File: src/rtl/datamem_arb_pkg.sv
// Shared types and default widths for the data-memory arbiter.
package datamem_arb_pkg;

    localparam int DEF_NUM_ACCEL    = 2;
    localparam int DEF_ADDR_W       = 16;
    localparam int DEF_WORD_W       = 32;
    localparam int DEF_LINE_W       = 512;
    localparam int DEF_STARVE_LIMIT = 8;

    // Accelerator index field in the response record; wide enough for any sane port count.
    localparam int ACC_IDX_W = 8;

    typedef enum logic {
        OWN_CPU   = 1'b0,
        OWN_ACCEL = 1'b1
    } owner_e;

    // Pending read return: who issued the read granted last cycle.
    typedef struct packed {
        logic                 valid;
        owner_e               kind;
        logic [ACC_IDX_W-1:0] idx;
    } resp_t;

endpackage

File: src/rtl/rr_arbiter.sv
// Combinational round-robin picker: first requester at or after ptr, wrapping at N.
module rr_arbiter #(
    parameter int N  = 2,
    parameter int IW = (N > 1) ? $clog2(N) : 1
) (
    input  logic [N-1:0]  req,
    input  logic [IW-1:0] ptr,
    output logic [N-1:0]  gnt,
    output logic [IW-1:0] idx,
    output logic          any
);

    // Walk the ports starting at ptr; the first live request wins.
    always_comb begin : pick
        int          c;
        logic [IW-1:0] ci;
        c   = 0;
        ci  = '0;
        gnt = '0;
        idx = '0;
        any = 1'b0;
        for (int k = 0; k < N; k++) begin
            c = int'(ptr) + k;
            if (c >= N) c = c - N;
            ci = IW'(c);
            if (!any && req[ci]) begin
                any     = 1'b1;
                gnt[ci] = 1'b1;
                idx     = ci;
            end
        end
    end

endmodule

File: src/rtl/datamem_arbiter.sv
// One-access-per-cycle arbiter between the CPU port and NUM_ACCEL accelerators
// in front of the shared data memory. CPU has priority, limited by a starvation
// guard; accelerators share leftover slots round-robin. Reads return one cycle
// later, steered back to whoever issued them.
module datamem_arbiter
    import datamem_arb_pkg::*;
#(
    parameter int NUM_ACCEL    = DEF_NUM_ACCEL,
    parameter int ADDR_W       = DEF_ADDR_W,
    parameter int WORD_W       = DEF_WORD_W,
    parameter int LINE_W       = DEF_LINE_W,
    parameter int STARVE_LIMIT = DEF_STARVE_LIMIT
) (
    input  logic                                 clk,
    input  logic                                 rst,
    // CPU port
    input  logic                                 cpu_req,
    input  logic                                 cpu_wrt_en,
    input  logic [ADDR_W-1:0]                    cpu_addr,
    input  logic [WORD_W-1:0]                    cpu_wrt_data,
    output logic                                 cpu_stall,
    output logic                                 cpu_rd_valid,
    output logic [WORD_W-1:0]                    cpu_rd_data,
    // accelerator ports
    input  logic [NUM_ACCEL-1:0]                 accel_req,
    input  logic [NUM_ACCEL-1:0]                 accel_wrt_en,
    input  logic [NUM_ACCEL-1:0][ADDR_W-1:0]     accel_addr,
    input  logic [NUM_ACCEL-1:0][WORD_W-1:0]     accel_wrt_data,
    output logic [NUM_ACCEL-1:0]                 accel_gnt,
    output logic [NUM_ACCEL-1:0]                 accel_rd_valid,
    output logic [LINE_W-1:0]                    accel_rd_data,
    // memory side
    output logic [ADDR_W-1:0]                    mem_addr,
    output logic [WORD_W-1:0]                    mem_wrt_data,
    output logic                                 mem_wrt_en,
    input  logic [LINE_W-1:0]                    mem_rd_data
);

    localparam int IW    = (NUM_ACCEL > 1) ? $clog2(NUM_ACCEL) : 1;
    localparam int CNT_W = $clog2(STARVE_LIMIT + 1);

    logic [CNT_W-1:0]     starve_cnt;
    logic [IW-1:0]        rr_ptr;
    resp_t                resp;
    resp_t                resp_nxt;

    logic [NUM_ACCEL-1:0] rr_gnt;
    logic [IW-1:0]        rr_idx;
    logic                 any_accel;
    logic                 cpu_win;
    logic                 accel_win;
    logic                 starved;

    rr_arbiter #(.N(NUM_ACCEL), .IW(IW)) u_rr (
        .req (accel_req),
        .ptr (rr_ptr),
        .gnt (rr_gnt),
        .idx (rr_idx),
        .any (any_accel)
    );

    // Zero-cycle arbitration: CPU first unless it has hogged STARVE_LIMIT slots.
    always_comb begin
        starved   = (starve_cnt >= CNT_W'(STARVE_LIMIT));
        cpu_win   = cpu_req && (!starved || !any_accel);
        accel_win = !cpu_win && any_accel;
        accel_gnt = accel_win ? rr_gnt : '0;
        cpu_stall = cpu_req && !cpu_win;
    end

    // Memory drive from the winner; write strobe forced low with no winner.
    always_comb begin
        mem_addr     = cpu_addr;
        mem_wrt_data = cpu_wrt_data;
        mem_wrt_en   = 1'b0;
        if (cpu_win) begin
            mem_wrt_en = cpu_wrt_en;
        end else if (accel_win) begin
            mem_addr     = accel_addr[rr_idx];
            mem_wrt_data = accel_wrt_data[rr_idx];
            mem_wrt_en   = accel_wrt_en[rr_idx];
        end
    end

    // Next response record: only a granted read leaves something to return.
    always_comb begin
        resp_nxt       = '0;
        resp_nxt.kind  = OWN_CPU;
        if (cpu_win && !cpu_wrt_en) begin
            resp_nxt.valid = 1'b1;
            resp_nxt.kind  = OWN_CPU;
        end else if (accel_win && !accel_wrt_en[rr_idx]) begin
            resp_nxt.valid = 1'b1;
            resp_nxt.kind  = OWN_ACCEL;
            resp_nxt.idx   = ACC_IDX_W'(rr_idx);
        end
    end

    // Starvation counter: counts CPU wins over a pending accelerator, saturating.
    always_ff @(posedge clk or posedge rst) begin
        if (rst) begin
            starve_cnt <= '0;
        end else if (accel_win || !any_accel) begin
            starve_cnt <= '0;
        end else if (cpu_win && !starved) begin
            starve_cnt <= starve_cnt + 1'b1;
        end
    end

    // Round-robin pointer moves just past the accelerator that was served.
    always_ff @(posedge clk or posedge rst) begin
        if (rst) begin
            rr_ptr <= '0;
        end else if (accel_win) begin
            if (rr_idx == IW'(NUM_ACCEL - 1)) rr_ptr <= '0;
            else                              rr_ptr <= rr_idx + 1'b1;
        end
    end

    // One-deep return pipeline; reset kills any in-flight read.
    always_ff @(posedge clk or posedge rst) begin
        if (rst) begin
            resp <= '0;
        end else begin
            resp <= resp_nxt;
        end
    end

    // Steer the returning line to its owner; data paths are unqualified.
    always_comb begin
        cpu_rd_valid   = resp.valid && (resp.kind == OWN_CPU);
        cpu_rd_data    = mem_rd_data[WORD_W-1:0];
        accel_rd_data  = mem_rd_data;
        accel_rd_valid = '0;
        for (int i = 0; i < NUM_ACCEL; i++) begin
            accel_rd_valid[i] = resp.valid && (resp.kind == OWN_ACCEL) &&
                                (resp.idx == ACC_IDX_W'(i));
        end
    end

endmodule

File: config.mk
export PLATFORM = sky130hd
export DESIGN_NAME = datamem_arbiter
export DESIGN_NICKNAME = d
export VERILOG_FILES = /design/src/rtl/datamem_arb_pkg.sv /design/src/rtl/rr_arbiter.sv /design/src/rtl/datamem_arbiter.sv
export SDC_FILE = /design/constraint.sdc
export NUM_CORES = 1
export LEC_CHECK = 0
export CORE_AREA = 4 4 483 485
export CTS_BUF_LIST = sky130_fd_sc_hd__clkbuf_8
export DETAILED_ROUTE_END_ITERATION = 10
export DIE_AREA = 0 0 487 489
export GPL_TIMING_DRIVEN = 0
export SLEW_MARGIN = 0
export SYNTH_ARGS = -nofsm -noshare
export SYNTH_HDL_FRONTEND = slang
export SYNTH_SLANG_ARGS = --single-unit
File: constraint.sdc
create_clock -name clk -period 1.72 [get_ports clk]
set_clock_uncertainty 0.05 [all_clocks]
set_input_delay 0.258 -clock clk [delete_from_list [all_inputs] [get_ports clk]]
set_output_delay 0.258 -clock clk [all_outputs]
set_load 0.005 [all_outputs]
==> After elaboration in Yosys (flattened, before gate mapping) <==
Index checks and enable logic that the tools add are counted.
{ "word_totals": {"ff_bits": 15, "in_bits": 664, "output_inout_bits": 599} }
{ "classes": {"n_addsub": 5, "order_cmp": 8, "n_eq_ne": 1, "n_mux": 35, "n_bitwise": 2, "n_reduce_logical": 23} }
{ "ops": {"columns": ["op", "count"], "rows": [
  ["two-way mux 32 bit", 4],
  ["two-way mux 16 bit", 4],
  ["two-way mux 1 bit", 17],
  ["logical AND 1 bit", 13],
  ["two-way mux 10 bit", 1],
  ["equality test 8 x 1 -> 1 bit, second input constant", 1],
  ["logical NOT 8 bit", 1],
  ["two-way mux 2 bit", 4],
  ["two-way mux 4 bit", 2],
  ["two-way mux 8 bit", 1],
  ["logical NOT 1 bit", 6],
  ["< comparator 1 x 2 -> 1 bit, second input constant", 3],
  ["adder 4 x 1 -> 4 bit, second input constant", 1],
  ["greater-or-equal comparator 4 bit, second input constant", 1],
  ["adder 1 x 1 -> 2 bit, second input constant", 1],
  ["demux 1 bit (select 1 bit)", 2],
  ["greater-or-equal comparator 1 bit, second input constant", 2],
  ["greater-or-equal comparator 1 x 2 -> 1 bit, second input constant", 1],
  ["greater-or-equal comparator 2 bit, second input constant", 1],
  ["logical OR 1 bit", 2],
  ["bitwise OR 2 bit", 1],
  ["nonzero test 2 bit", 1],
  ["subtractor 1 bit, second input constant", 2],
  ["adder 1 bit, second input constant", 1],
  ["inverter 1 bit", 1]
]} }

==> Logic depth before layout (Yosys ltp) <==
{ "depth": {"ltp_word": 16, "depth_mapped": 5, "ltp_nobuf": 3} }

==> By module <==
Synthesis repeated with hierarchy kept, for this count alone.
{ "unflattened": {"hier_cells": 761, "area_unflattened_um2": 5699.2} }
{ "modules_own_cells": {"columns": ["module", "instances", "cells_each", "area_per_inst_um2", "seq_area_each_um2"], "rows": [
  ["datamem_arbiter", 1, 756, 5666.7, 200.2],
  ["rr_arbiter", 1, 5, 32.5, 0.0]
]} }

==> Least setup slack after synthesis <==
Ideal clock, no wire load.
{ "synth_timing": {"path_type": "reg-to-output", "start": "register rr_ptr", "end": "output port mem_wrt_data[23]", "t_arrival_ns": 1.105, "slack_ns": 0.307, "stages_incl_launch_ff": 6, "n_path_buf": 2, "cell_sequence": "dfrtp_1 > and2b_4 > buf_6 > buf_12 > o21ai_1 > a31oi_1"} }
{ "synth_between": {"elab_chain_cells": 15, "elab_cells_between_ends": 26} }
{ "synth_rtl": {"columns": ["item", "line_no", "text"], "rows": [
  ["from (decl)", "datamem_arbiter.sv:43", "logic [IW-1:0] rr_ptr;"],
  ["from (signal assigned)", "datamem_arbiter.sv:116", "else rr_ptr <= rr_idx + 1'b1;"],
  ["greater-or-equal comparator 1 x 2 -> 1 bit / subtractor 1 bit (equally long branches)", "rr_arbiter.sv:24", "if (c >= N) c = c - N;"],
  ["two-way mux 1 bit", "rr_arbiter.sv:24", null],
  ["two-way mux 1 bit (not written as such) (2 in series)", "rr_arbiter.sv:26", "if (!any && req[ci]) begin"],
  ["two-way mux 1 bit", "rr_arbiter.sv:26", null],
  ["logical NOT 1 bit", "rr_arbiter.sv:26", null],
  ["logical AND 1 bit", "rr_arbiter.sv:26", null],
  ["two-way mux 1 bit", "rr_arbiter.sv:26", null],
  ["logical NOT 1 bit", "datamem_arbiter.sv:65", "cpu_win = cpu_req && (!starved || !any_accel);"],
  ["logical OR 1 bit", "datamem_arbiter.sv:65", null],
  ["logical AND 1 bit", "datamem_arbiter.sv:65", null],
  ["logical NOT 1 bit", "datamem_arbiter.sv:66", "accel_win = !cpu_win && any_accel;"],
  ["logical AND 1 bit", "datamem_arbiter.sv:66", null],
  ["two-way mux 32 bit", "datamem_arbiter.sv:78", "end else if (accel_win) begin"],
  ["two-way mux 32 bit *", "datamem_arbiter.sv:76", "if (cpu_win) begin"],
  ["to (decl)", "datamem_arbiter.sv:34", "output logic [WORD_W-1:0] mem_wrt_data,"]
]} }
Every way passes the cells marked *; elsewhere a longest branch is shown, timed or not. The select of a mux whose other input is x is not followed.

==> Worst setup path in the final report <==
{ "layout_timing": {"start": "register rr_ptr", "end": "output port mem_wrt_data[7]"} }
Same word-level chain as after synthesis.

==> impl_metrics.tcl <==
set metrics [dict create \
    leakagePower_nw 6.617 \
    worstMarginPinSlew_ps 663.0 \
    grt_max_degree 11 \
    drt-initial-drc-count 852 \
    yosys.area.top_type "buf_4" \
    status "finished with violations" \
    synth_xor_area_frac 0.001509 \
    ys_warn_count 0 \
    cp_max_fo 5 \
    crit_arrival_ps 1800 \
    r2r_end "resp[0]" \
    p_per_area_mw_per_mm2 327.5 \
    die_h_um 489 \
    power_switching_mw 2.842 \
    seq_area_frac_synth 0.03449 \
    drive_above_1_share 0.4417 \
    grt_pass1_vias 9860 \
    clk_latency_ps 240 \
    pin_count 1263 \
    cp_slowest_stage_delay_ps 400 \
    syn_inst 825 \
    p_clk_frac 0.040 \
    rrSetupSlack_ps 360 \
    slowest_stage "dfrtp_1" \
    ant_nets 0 \
    place_area_mm2 0.01710 \
    core-area_mm2 0.2292 \
    root_buffer "clkbuf_8" \
    synth_top_area_share 0.7165 \
    cp-start-kind "register" \
    track_usage 0.1952 \
    crit_required_ps 1410 \
    final_area_mm2 0.01830 \
    sw_frac_of_total 0.4741 \
    hold_buffers 0 \
    ys_types 31 \
    utilization 0.07983 \
    vdd_drop_max_v 0.0001808 \
    synth_seq_cells 8 \
    synth_area_leaders "buf_4 (72%), a31oi_1 (5.3%), a21oi_1 (4.4%)" \
    fp-row-count 176 \
    slew_viol_final 0 \
    synth_nets 1491 \
    comb_power_share 0.924 \
    gp_congestion 0.8168 \
    setup_ws_ps -391.2 \
    start_util 0.02532 \
    portBuffers 750 \
    wl_per_cell_um 51.66 \
    p_int_mw 3.152 \
    num_vias 10913 \
    hpwl_um 237100 \
    dieArea_mm2 0.2381 \
    synth_top_family_by_area "buffers and inverters" \
    worst_r2r_startpoint "rr_ptr" \
    h-tree-depth 1 \
    fin_nets 2262 \
    synth-compound-area-share 0.1468 \
    setup_violations 50 \
    layout_min_cycle_time_ps 2111 \
    worst-path-buf-inv 3 \
    cp_cell_sequence "and2b_4 -> buf_12 -> clkbuf_16 -> o21ai_2 -> a31oi_1 -> buf_4" \
    cts_buffers 3 \
    max-slew-margin-rel 0.5566 \
    critPathKind "register to primary output" \
    rsz0062_at_grt "true" \
    cp_top_family "buffers and inverters" \
    synth_fa_ha_area_frac 0.004311 \
    hold_viol_final 0 \
    cts_sinks 8 \
    dieWidth_um 487 \
    grt_pass1_wl_um 268200 \
    route.detailed.drc 0 \
    clock_path_buffers 2 \
    areaGrowthSynthToFinish_pct 215.3 \
    total_power_mw 5.994 \
    wl_um 244100 \
    antenna_found_initial 457 \
    fin_crit_sh 1.227 \
    grt_overflow 0 \
    n_fill_cell 26716 \
    synthesis.area_mm2 0.005804 \
    reg2reg_depth 5 \
    cap_viol_max_count 0 \
    routed_via_density 2.310 \
    violations "setup timing" \
    firstDrtPassIters 5 \
    worstSetupEndpointType "primary output" \
    p_seq_frac 0.036 \
    hp-class "input port to async pin" \
    clk_pin_slew_ps 40 \
    synthMuxAreaShare 0 \
    cts_tree "done" \
    fmax_mhz 473.7 \
    yosys.area_share.simple 0.06618 \
    synth.avg_cell_area_um2 7.036 \
]
flip-flops by register name, indices dropped and copies added, names as in the netlist:
| register | count |
|---|---|
| resp | 3 |
| rr_ptr | 1 |
| starve_cnt | 4 |
worst max-delay path by stage:
stage | start | to | slack, ps | depth (start not counted)
3_5_place_dp | accel_req[0] | mem_wrt_data[12] | -1750 | 7
3_3_place_gp | accel_req[1] | mem_wrt_data[2] | -1690 | 6
2_1_floorplan | rr_ptr | mem_wrt_data[23] | 310 | 5
6_report | rr_ptr | mem_wrt_data[7] | -390 | 6
5_1_grt | starve_cnt[3] | mem_wrt_data[12] | -400 | 6
4_1_cts | rr_ptr | mem_wrt_data[21] | -340 | 6
per-layer routing:
metal,GRT usage,routed length [µm],vias up
li1,-,-,3885
met1,0.1773,76130,4643
met2,0.3355,114500,1272
met3,0.1846,47800,683
met4,0.004035,2860,430
met5,0,2789,-
per-stage QoR:
| step | worst slack [ps] | instances | setup TNS, ps | hold slack (ps) |
|---|---|---|---|---|
| global placement | -1688 | 4601 | -79210 | 426.5 |
| detailed placement | -1745 | 4601 | -82200 | 479.1 |
| floorplan | 306.6 | 825 | 0 | 23.66 |
| CTS | -336.3 | 4614 | -13840 | 235.7 |
| finish | -391.2 | 4725 | -15960 | 246.9 |
| global route | -401.1 | 4648 | -17110 | 265.5 |
timing repair:
item / 4_1_cts / 5_1_grt
cloned: 1 / 5
resized for setup: 503 / 66
pin swaps: 20 / 31
setup buffers: 9 / 2
setup endpoints to repair: 60 / 52
area by class of cell:
class	count	area, µm²	area share
diodes	105	262.8	0.01436
plain buffers	582	4602	0.2515
repair buffers	767	7760	0.4240
multi-input cells	230	1632	0.08915
well taps	3026	3786	0.2069
inverters	4	17.52	0.0009571
flip-flops and latches	8	200.2	0.01094
clock buffers	3	41.29	0.002256
layout by cell type (no fill, tap or decap), types with 2 or more instances in the layout:
master / n
inv_1: 3
dlygate4sd2_1: 3
buf_4: 582
a21oi_2: 2
ha_1: 2
nand3_1: 48
o21ai_2: 13
buf_8: 9
nand3_2: 2
buf_6: 31
clkbuf_16: 5
o21ai_0: 17
dfrtp_1: 8
buf_12: 18
o21ai_1: 19
clkbuf_8: 3
nor3_1: 4
nand2_1: 5
a31oi_2: 5
clkbuf_2: 4
a31oi_4: 16
a21oi_1: 49
and3_1: 4
diode_2: 105
a31oi_1: 28
clkdlybuf4s50_1: 692
buf_2: 3
cells by family (layout without fill, tap and decap cells):
logic type	Yosys count	count (layout)
AOI/OAI and AO/OA	153	153
xor gates and xnor gates	1	1
adders and majority gates	2	2
DFF	8	8
and+or+nand+nor	74	74
other	0	105
buffers and inverters	587	1356
Yosys cell counts:
cell	number
buf_6	1
o32ai_2	1
nor3b_1	1
or2_1	1
nand3_1	50
xnor2_1	1
a31oi_1	49
buf_4	554
a21oi_1	51
o21ai_0	40
o21ai_2	1
nor3_1	4
o21ai_1	9
inv_1	3
dfrtp_1	8
nand2b_1	2
nor2b_1	1
inv_2	1
ha_1	2
nor2_2	1
a21boi_1	1
buf_2	22
buf_12	1
o211ai_2	1
nor2_1	2
and3_1	4
nand4_1	1
clkbuf_1	5
nand2_1	5
and2b_4	1
and2b_1	1
power by group through the flow:
stage | combinational, mW | sequential, mW | clock (mW)
detailed placement | 5.38 | 0.219 | 0
floorplan | 1.46 | 0.214 | 0
CTS | 5.62 | 0.214 | 0.238
global route | 5.81 | 0.217 | 0.244
global placement | 5.34 | 0.216 | 0
finish | 5.54 | 0.217 | 0.238
Power figures use the tool's default switching activity.
